--- src/rtl/multi_cycle_pkg.sv ---
// rtl/multi_cycle_pkg.sv - shared encodings for the multi-cycle sequencing controller
package multi_cycle_pkg;

  localparam logic [6:0] OP_R      = 7'b0110011;
  localparam logic [6:0] OP_I      = 7'b0010011;
  localparam logic [6:0] OP_LOAD   = 7'b0000011;
  localparam logic [6:0] OP_STORE  = 7'b0100011;
  localparam logic [6:0] OP_BRANCH = 7'b1100011;
  localparam logic [6:0] OP_LUI    = 7'b0110111;

  typedef enum logic [3:0] {
    ST_RESET     = 4'd0,
    ST_FETCH     = 4'd1,
    ST_DECODE    = 4'd2,
    ST_EXEC_R    = 4'd3,
    ST_EXEC_I    = 4'd4,
    ST_EXEC_LUI  = 4'd5,
    ST_MEM_ADDR  = 4'd6,
    ST_MEM_READ  = 4'd7,
    ST_MEM_WB    = 4'd8,
    ST_MEM_WRITE = 4'd9,
    ST_ALU_WB    = 4'd10,
    ST_BRANCH    = 4'd11,
    ST_HALT      = 4'd12
  } state_e;

  localparam logic [2:0] ALU_OP_FUNCT  = 3'b000;
  localparam logic [2:0] ALU_OP_BRANCH = 3'b001;
  localparam logic [2:0] ALU_OP_PASS_B = 3'b010;
  localparam logic [2:0] ALU_OP_ADD    = 3'b011;

  localparam logic [1:0] SRC_A_PC     = 2'b00;
  localparam logic [1:0] SRC_A_OLD_PC = 2'b01;
  localparam logic [1:0] SRC_A_RS1    = 2'b10;

  localparam logic [1:0] SRC_B_RS2    = 2'b00;
  localparam logic [1:0] SRC_B_FOUR   = 2'b01;
  localparam logic [1:0] SRC_B_IMM    = 2'b10;

  // Bit positions of the one-hot instruction class vector
  localparam int CLS_R      = 0;
  localparam int CLS_I      = 1;
  localparam int CLS_LOAD   = 2;
  localparam int CLS_STORE  = 3;
  localparam int CLS_BRANCH = 4;
  localparam int CLS_LUI    = 5;
  localparam int NUM_CLS    = 6;

endpackage

--- src/rtl/op_class_decoder.sv ---
// rtl/op_class_decoder.sv - opcode to one-hot instruction class plus illegal flag
module op_class_decoder
  import multi_cycle_pkg::*;
(
  input  logic [6:0]         op_i,
  output logic [NUM_CLS-1:0] cls_o,
  output logic               illegal_o
);

  always_comb begin
    cls_o     = '0;
    illegal_o = 1'b0;
    case (op_i)
      OP_R:      cls_o[CLS_R]      = 1'b1;
      OP_I:      cls_o[CLS_I]      = 1'b1;
      OP_LOAD:   cls_o[CLS_LOAD]   = 1'b1;
      OP_STORE:  cls_o[CLS_STORE]  = 1'b1;
      OP_BRANCH: cls_o[CLS_BRANCH] = 1'b1;
      OP_LUI:    cls_o[CLS_LUI]    = 1'b1;
      default:   illegal_o         = 1'b1;
    endcase
  end

endmodule

--- src/rtl/multi_cycle_control.sv ---
// rtl/multi_cycle_control.sv - multi-cycle fetch/decode/execute/memory/write-back sequencer
module multi_cycle_control
  import multi_cycle_pkg::*;
(
  input  logic       clk,
  input  logic       reset,
  input  logic [6:0] OP_i,
  input  logic       Mem_Ready_i,
  output logic       PC_Write_o,
  output logic       PC_Write_Cond_o,
  output logic       PC_Src_o,
  output logic       IR_Write_o,
  output logic       I_or_D_o,
  output logic       Mem_Read_o,
  output logic       Mem_Write_o,
  output logic       Reg_Write_o,
  output logic       Mem_to_Reg_o,
  output logic [1:0] ALU_Src_A_o,
  output logic [1:0] ALU_Src_B_o,
  output logic [2:0] ALU_Op_o,
  output logic       Instr_Done_o,
  output logic       Illegal_Op_o,
  output logic [3:0] State_o
);

  state_e               state_q, state_d;
  logic                 illegal_q, illegal_d;
  logic [NUM_CLS-1:0]   op_cls;
  logic                 op_illegal;

  op_class_decoder u_op_class_decoder (
    .op_i      (OP_i),
    .cls_o     (op_cls),
    .illegal_o (op_illegal)
  );

  always_ff @(posedge clk or negedge reset) begin
    if (!reset) begin
      state_q   <= ST_RESET;
      illegal_q <= 1'b0;
    end else begin
      state_q   <= state_d;
      illegal_q <= illegal_d;
    end
  end

  always_comb begin
    state_d = state_q;
    case (state_q)
      ST_RESET:     state_d = ST_FETCH;
      ST_FETCH:     if (Mem_Ready_i) state_d = ST_DECODE;
      ST_DECODE: begin
        if (op_illegal)                                 state_d = ST_HALT;
        else if (op_cls[CLS_R])                         state_d = ST_EXEC_R;
        else if (op_cls[CLS_I])                         state_d = ST_EXEC_I;
        else if (op_cls[CLS_LUI])                       state_d = ST_EXEC_LUI;
        else if (op_cls[CLS_LOAD] || op_cls[CLS_STORE]) state_d = ST_MEM_ADDR;
        else if (op_cls[CLS_BRANCH])                    state_d = ST_BRANCH;
        else                                            state_d = ST_HALT;
      end
      ST_EXEC_R,
      ST_EXEC_I,
      ST_EXEC_LUI:  state_d = ST_ALU_WB;
      ST_MEM_ADDR: begin
        if (op_cls[CLS_LOAD])       state_d = ST_MEM_READ;
        else if (op_cls[CLS_STORE]) state_d = ST_MEM_WRITE;
        else                        state_d = ST_HALT;
      end
      ST_MEM_READ:  if (Mem_Ready_i) state_d = ST_MEM_WB;
      ST_MEM_WRITE: if (Mem_Ready_i) state_d = ST_FETCH;
      ST_MEM_WB,
      ST_ALU_WB,
      ST_BRANCH:    state_d = ST_FETCH;
      ST_HALT:      state_d = ST_HALT;
      default:      state_d = ST_HALT;
    endcase
  end

  // Sticky until reset; the only way out of HALT is reset anyway
  assign illegal_d = illegal_q | (state_d == ST_HALT);

  always_comb begin
    PC_Write_o      = 1'b0;
    PC_Write_Cond_o = 1'b0;
    PC_Src_o        = 1'b0;
    IR_Write_o      = 1'b0;
    I_or_D_o        = 1'b0;
    Mem_Read_o      = 1'b0;
    Mem_Write_o     = 1'b0;
    Reg_Write_o     = 1'b0;
    Mem_to_Reg_o    = 1'b0;
    ALU_Src_A_o     = SRC_A_PC;
    ALU_Src_B_o     = SRC_B_RS2;
    ALU_Op_o        = ALU_OP_FUNCT;
    Instr_Done_o    = 1'b0;
    case (state_q)
      ST_FETCH: begin
        Mem_Read_o  = 1'b1;
        ALU_Src_B_o = SRC_B_FOUR;
        ALU_Op_o    = ALU_OP_ADD;
        PC_Write_o  = Mem_Ready_i;
        IR_Write_o  = Mem_Ready_i;
      end
      ST_DECODE: begin
        ALU_Src_A_o = SRC_A_OLD_PC;
        ALU_Src_B_o = SRC_B_IMM;
        ALU_Op_o    = ALU_OP_ADD;
      end
      ST_EXEC_R: begin
        ALU_Src_A_o = SRC_A_RS1;
        ALU_Src_B_o = SRC_B_RS2;
        ALU_Op_o    = ALU_OP_FUNCT;
      end
      ST_EXEC_I: begin
        ALU_Src_A_o = SRC_A_RS1;
        ALU_Src_B_o = SRC_B_IMM;
        ALU_Op_o    = ALU_OP_FUNCT;
      end
      ST_EXEC_LUI: begin
        ALU_Src_B_o = SRC_B_IMM;
        ALU_Op_o    = ALU_OP_PASS_B;
      end
      ST_MEM_ADDR: begin
        ALU_Src_A_o = SRC_A_RS1;
        ALU_Src_B_o = SRC_B_IMM;
        ALU_Op_o    = ALU_OP_ADD;
      end
      ST_MEM_READ: begin
        I_or_D_o   = 1'b1;
        Mem_Read_o = 1'b1;
      end
      ST_MEM_WB: begin
        Reg_Write_o  = 1'b1;
        Mem_to_Reg_o = 1'b1;
        Instr_Done_o = 1'b1;
      end
      ST_MEM_WRITE: begin
        I_or_D_o     = 1'b1;
        Mem_Write_o  = 1'b1;
        Instr_Done_o = Mem_Ready_i;
      end
      ST_ALU_WB: begin
        Reg_Write_o  = 1'b1;
        Instr_Done_o = 1'b1;
      end
      ST_BRANCH: begin
        ALU_Src_A_o     = SRC_A_RS1;
        ALU_Src_B_o     = SRC_B_RS2;
        ALU_Op_o        = ALU_OP_BRANCH;
        PC_Write_Cond_o = 1'b1;
        PC_Src_o        = 1'b1;
        Instr_Done_o    = 1'b1;
      end
      default: ;
    endcase
  end

  assign Illegal_Op_o = illegal_q;
  assign State_o      = state_q;

endmodule

--- config.mk ---
export PLATFORM = sky130hd
export DESIGN_NAME = multi_cycle_control
export DESIGN_NICKNAME = d
export VERILOG_FILES = /design/src/rtl/multi_cycle_pkg.sv /design/src/rtl/op_class_decoder.sv /design/src/rtl/multi_cycle_control.sv
export SDC_FILE = /design/constraint.sdc
export NUM_CORES = 1
export LEC_CHECK = 0
export CORE_MARGIN = 4
export CORE_UTILIZATION = 43
export CTS_BUF_LIST = sky130_fd_sc_hd__clkbuf_8
export DETAILED_ROUTE_END_ITERATION = 10
export PLACE_DENSITY = 0.89
export SETUP_SLACK_MARGIN = 0.05
export SYNTH_ARGS = -nofsm -noshare
export SYNTH_HDL_FRONTEND = slang
export SYNTH_SLANG_ARGS = --single-unit
--- constraint.sdc ---
create_clock -name clk -period 3.1 [get_ports clk]
set_clock_uncertainty 0.15 [all_clocks]
set_input_delay 0.62 -clock clk [delete_from_list [all_inputs] [get_ports clk]]
set_output_delay 0.62 -clock clk [all_outputs]
set_load 0.02 [all_outputs]
Word-level counts from Yosys, hierarchy flattened
Index checks and enable logic that the tools add are counted.

Register bits: 5. Input bits: 10. Output and inout port bits: 22. Word-level logic and storage cells: 62.

Eq/ne operators: 18. Mux-type cells: 29. Bitwise gates (word level): 1. Reductions and logical operators: 12.

Operators with widths (count): $mux W4 (9); $pmux W4 S7 (1); $eq A7 B6 Y1 const B (3); $eq A4 B4 Y1 const B (5); $eq A4 B3 Y1 const B (4); $mux W1 (13); $reduce_or A4 Y1 (3); $reduce_or A3 Y1 (3); $eq A4 B2 Y1 const B (2); $pmux W2 S2 (2); $eq A7 B2 Y1 const B (1); $eq A7 B5 Y1 const B (1); $eq A7 B7 Y1 const B (1); $mux W3 (2); $pmux W2 S3 (1); $reduce_or A2 Y1 (3); $reduce_or A6 Y1 (1); $eq A4 B1 Y1 const B (1); $logic_not A4 Y1 (1); $pmux W1 S2 (1); $logic_or A1 B1 Y1 (1); $or A1 B1 Y1 (1).

Longest topological paths before layout
Depth after elaboration: 11. Depth in mapped cells: 5. Gate-level depth less buffers: 4.

Cells and area by module
A second synthesis with hierarchy kept.

Cell total of the unflattened synthesis: 93. Area, all modules: 683.2 um^2.

By module, submodules not included: multi_cycle_control (instances 1, cells each 78, area each 561.8 um^2, seq. area each 125.1 um^2); op_class_decoder (instances 1, cells each 15, area each 121.4 um^2, seq. area each 0.0 um^2).

Worst setup path after synthesis
OpenSTA, ideal clock, no wires.

Path type: register -> output. Start point: register state_q[0] (netlist: State_o[0]). End point: output PC_Write_o. Data arrival time: 1.883 ns. Data required time: 2.330 ns. Slack: 0.447 ns. Stages on the path, launching flop included: 6. Path buffers: 2. Path through: dfrtp_1 -> buf_2 -> nand2b_1 -> nor3_1 -> and2_1 -> buf_4.

Longest elaborated chain between the ends: 2.

RTL lines: start, declared (line multi_cycle_control.sv:26) `state_e state_q, state_d;`; start signal, assigned (line multi_cycle_control.sv:42) `state_q <= state_d;`; $eq A4 B1 Y1; $mux W1; end, declared (line multi_cycle_control.sv:9) `output logic PC_Write_o,`.

No other way between the ends.

Worst setup path in the final report
Start point: input Mem_Ready_i. End point: output Instr_Done_o.

Longest elaborated chain between the ends: 1.

RTL lines: start, declared (line multi_cycle_control.sv:8) `input logic Mem_Ready_i,`; $pmux W1 S2 (line multi_cycle_control.sv:96) `case (state_q)`; end, declared (line multi_cycle_control.sv:21) `output logic Instr_Done_o,`.

No other way between the ends.

==> summary.txt <==
Run status
  – Status: finished, final reports clean

Clock network
  – CTS tree: done
  – Clock-pin slew on the worst setup and hold paths: about 0.04 ns
  – # clock sinks: 5
  – Root buffer cell: clkbuf_8
  – Cts bufs inserted: 3
  – Post-CTS Repair Setup Buffers: 0
  – Later-pin clock latency in the skew report: approximately 0.23 ns
  – Htree depth: 1
  – Post-CTS sizing: 0
  – CTS max path bufs: 2
  – Hold buffers post-CTS: 0

Detailed routing
  – Iter 0 DRT Violations: 8
  – Vias/cell: 5.73
  – DR WL/cell: 14.2 um
  – Final ANT Viol Nets: 0
  – DRT Wirelength: 1690 um
  – Drt pass-1 iters: 4
  – DRC violations left: 0
  – Vias: approximately 700

Synthesis
  – Synth area leader: dfrtp_1
  – Syn_nets: 90
  – Area share of the largest cell type after synthesis: 0.203
  – YS warnings: 0
  – Cells after synthesis: 80
  – Register area share after synthesis: 0.203
  – Area contributors post-synth: dfrtp_1 20%, buf_2 5.7%, nand2_1 5.5%
  – Syn avg cell area: 7.69 sq um
  – Distinct cells, synth: 35
  – Register bit total from synthesis: 5
  – Post-Syn Area: approximately 620 sq um

Die
  – Core area: between 1000 and 1500 sq um
  – Die height: between 40 and 50 um
  – Die area: between 2000 and 2500 sq um
  – Num rows: 13
  – I/O pin cnt: 32
  – Die Wd: between 40 and 50 um
  – Initial core utilization: 0.467

Timing
  – Fin crit share: 0.907
  – Setup violators final: 0
  – Slew of the pin with the lowest slew margin: a little under 0.6 ns
  – RSZ-0062 raised after global routing: no
  – Max_slew headroom: 0.614
  – Endpoints failing hold: 0
  – Slew Viols, Final: 0
  – Setup TNS: 0 ns
  – F_max: approximately 360 MHz
  – Min cycle time layout: around 2.8 ns

Power
  – Pwr Total: roughly 1.0 mW
  – LEAKAGE: ~0.34 nW
  – Power per cell area: 1140 nW/um^2
  – Peak VDD IR: 0.735 mV

Critical path
  – Crit. End Element: output port
  – Worst Path Buf+Inv: 2
  – Cell Chain, Critical Path: clkdlybuf4s50_1 -> nor3b_1 -> nor2_1 -> clkdlybuf4s50_1
  – Critical Path Fanout Max: 7
  – CP Launch Point: Mem_Ready_i
  – Max incr delay on CP: 0.61 ns
  – Worst path slowest cell: clkdlybuf4s50_1
  – Critical path's most frequent cell: clkdlybuf4s50_1
  – CP required: roughly 2.3 ns
  – Startpoint Class: primary input
  – CP arrival: between 2 and 2.5 ns
  – Worst setup endpoint: Instr_Done_o
  – WS Path Type: primary input to output port
  – Cells on worst reg2reg path: 4
  – Crit. path cell count: 4
  – Reg2reg setup slack: between 1 and 1.5 ns
  – Critical R2R Capture: Illegal_Op_o$_DFF_PN0_
  – Top delay family on crit path: buffers and inverters
  – R2R Path Start: State_o[1]$_DFF_PN0_

Hold path
  – Hold Crit Class: register to register

Global route
  – Number of global-route vias before repair: between 600 and 700
  – Total gr overflow: 0
  – First-pass GRT wire length: around 2600 um
  – GR Util All Layers: 0.170
  – Initial antenna violation count: 0
  – Largest net degree at the start of global routing: 19

Layout
  – Share of cells above drive strength 1: 0.0673
  – # diodes: 0
  – Fin nets: 115
  – Area grow syn2layout: 50.0%
  – Fill cells: 103

Run
  – Max_cap viols: 0

Placement
  – Final HPWL DP: between 1000 and 1500 um
  – GPL Wtd Cong: 0.776
  – Port Buffers: 30
-- flip-flops by register name (all words and copies together), names as in the netlist --
| register | cells |
|---|---|
| State_o | 4 |
| Illegal_Op_o | 1 |
-- per-layer routing --
| metal | vias to the layer above | wire, um | GRT usage |
|---|---|---|---|
| met5 | - | 0 | 0 |
| met4 | 0 | 22 | 0.0852 |
| li1 | 337 | - | - |
| met3 | 2 | 141 | 0.0316 |
| met2 | 36 | 837 | 0.304 |
| met1 | 307 | 686 | 0.189 |
-- layout by cell type (no fill, tap or decap) --
cell | Yosys | routed
a21oi_1 | 5 | 5
a311o_1 | 1 | 1
a21o_1 | 1 | 1
nor3_1 | 5 | 5
o31ai_1 | 2 | 2
nand4_1 | 1 | 1
o21ai_0 | 2 | 2
nor2_1 | 7 | 7
maj3_1 | 1 | 1
o211ai_1 | 1 | 1
nor4b_4 | 1 | 1
and4bb_1 | 1 | 1
a21boi_0 | 1 | 1
a221oi_1 | 1 | 1
o22ai_1 | 2 | 2
xor2_1 | 2 | 2
inv_1 | 3 | 3
nand2_1 | 9 | 9
clkinv_2 | 0 | 1
dfrtp_1 | 5 | 5
clkbuf_8 | 0 | 3
nand2b_1 | 2 | 2
clkdlybuf4s50_1 | 0 | 30
conb_1 | 1 | 1
o41ai_2 | 2 | 2
o21ai_1 | 1 | 1
nor2b_1 | 1 | 1
xnor2_1 | 1 | 1
o21ba_1 | 1 | 1
a32oi_1 | 1 | 1
o41ai_1 | 1 | 1
and2_1 | 1 | 1
nor3b_1 | 4 | 4
a21bo_1 | 1 | 1
nand4bb_1 | 1 | 1
o32ai_1 | 1 | 1
-- synthesized netlist by cell type (all sizes together) --
library cell / n
a221oi: 1
nor3b: 4
a311o: 1
o22ai: 2
o211ai: 1
a21oi: 5
nand2b: 2
o31ai: 2
nor4b: 1
o21ba: 1
xnor2: 1
nand4: 1
nand2: 9
maj3: 1
conb: 1
and2: 1
nor2: 7
buf: 10
xor2: 2
nor2b: 1
a21o: 1
nand4bb: 1
and4bb: 1
o21ai: 3
nor3: 5
a21bo: 1
a32oi: 1
inv: 3
dfrtp: 5
a21boi: 1
o41ai: 3
o32ai: 1
-- worst min-delay path by stage --
stage                           start                     end  slack (ns)  cells past startpoint
2_1_floorplan                   reset  Illegal_Op_o$_DFF_PN0_        0.17                      0
3_3_place_gp   Illegal_Op_o$_DFF_PN0_  Illegal_Op_o$_DFF_PN0_        0.29                      1
3_5_place_dp   Illegal_Op_o$_DFF_PN0_  Illegal_Op_o$_DFF_PN0_        0.30                      1
4_1_cts        Illegal_Op_o$_DFF_PN0_  Illegal_Op_o$_DFF_PN0_        0.31                      1
5_1_grt        Illegal_Op_o$_DFF_PN0_  Illegal_Op_o$_DFF_PN0_        0.34                      1
6_report       Illegal_Op_o$_DFF_PN0_  Illegal_Op_o$_DFF_PN0_        0.30                      1
-- per-stage QoR --
step,cell area (sq um),worst slack [ns],hold slack [ns],utilization,instances
after floorplan,616,0.447,0.174,-,80
final,923,0.290,0.302,0.701,119
after global placement,877,0.339,0.289,0.666,115
after detailed placement,877,0.294,0.297,0.666,115
after global routing,923,0.144,0.339,0.701,119
after CTS,923,0.288,0.306,0.701,119
-- layout make-up --
class	count	area, sq um	share of cell area
inverter	3	11.3	0.0122
sequential	5	125	0.136
timing repair buffer	30	300	0.325
clock buffer	3	41.3	0.0447
multi-input combinational	62	422	0.457
tap	15	18.8	0.0203
clock inverter	1	5.00	0.00542
-- report_power, final --
group / internal [mW] / switching (mW)
registers: 0.0926 / 0.113
clock network: 0.0866 / 0.0356
logic: 0.355 / 0.365
total: 0.534 / 0.515
-- cells by family (layout without fill, tap and decap cells) --
kind of cell,count (synthesis),after routing,share of synthesized area
AO/OA/AOI/OAI,24,24,0.305
XOR/XNOR,3,3,0.0427
adder cells (fa/ha/maj),1,1,0.0163
buffers and inverters,13,37,0.112
flip-flops,5,5,0.203
other,1,1,0.00609
AND/OR/NAND/NOR,33,33,0.315
-- worst register-to-register path, delay by kind of cell (launching register included) --
| family | cells | cell delay, ns |
|---|---|---|
| AOI/OAI and AO/OA | 3 | 0.46 |
| DFF | 1 | 0.66 |
| and+or+nand+nor | 1 | 0.42 |
No activity file was read; power rests on OpenSTA's default activity.
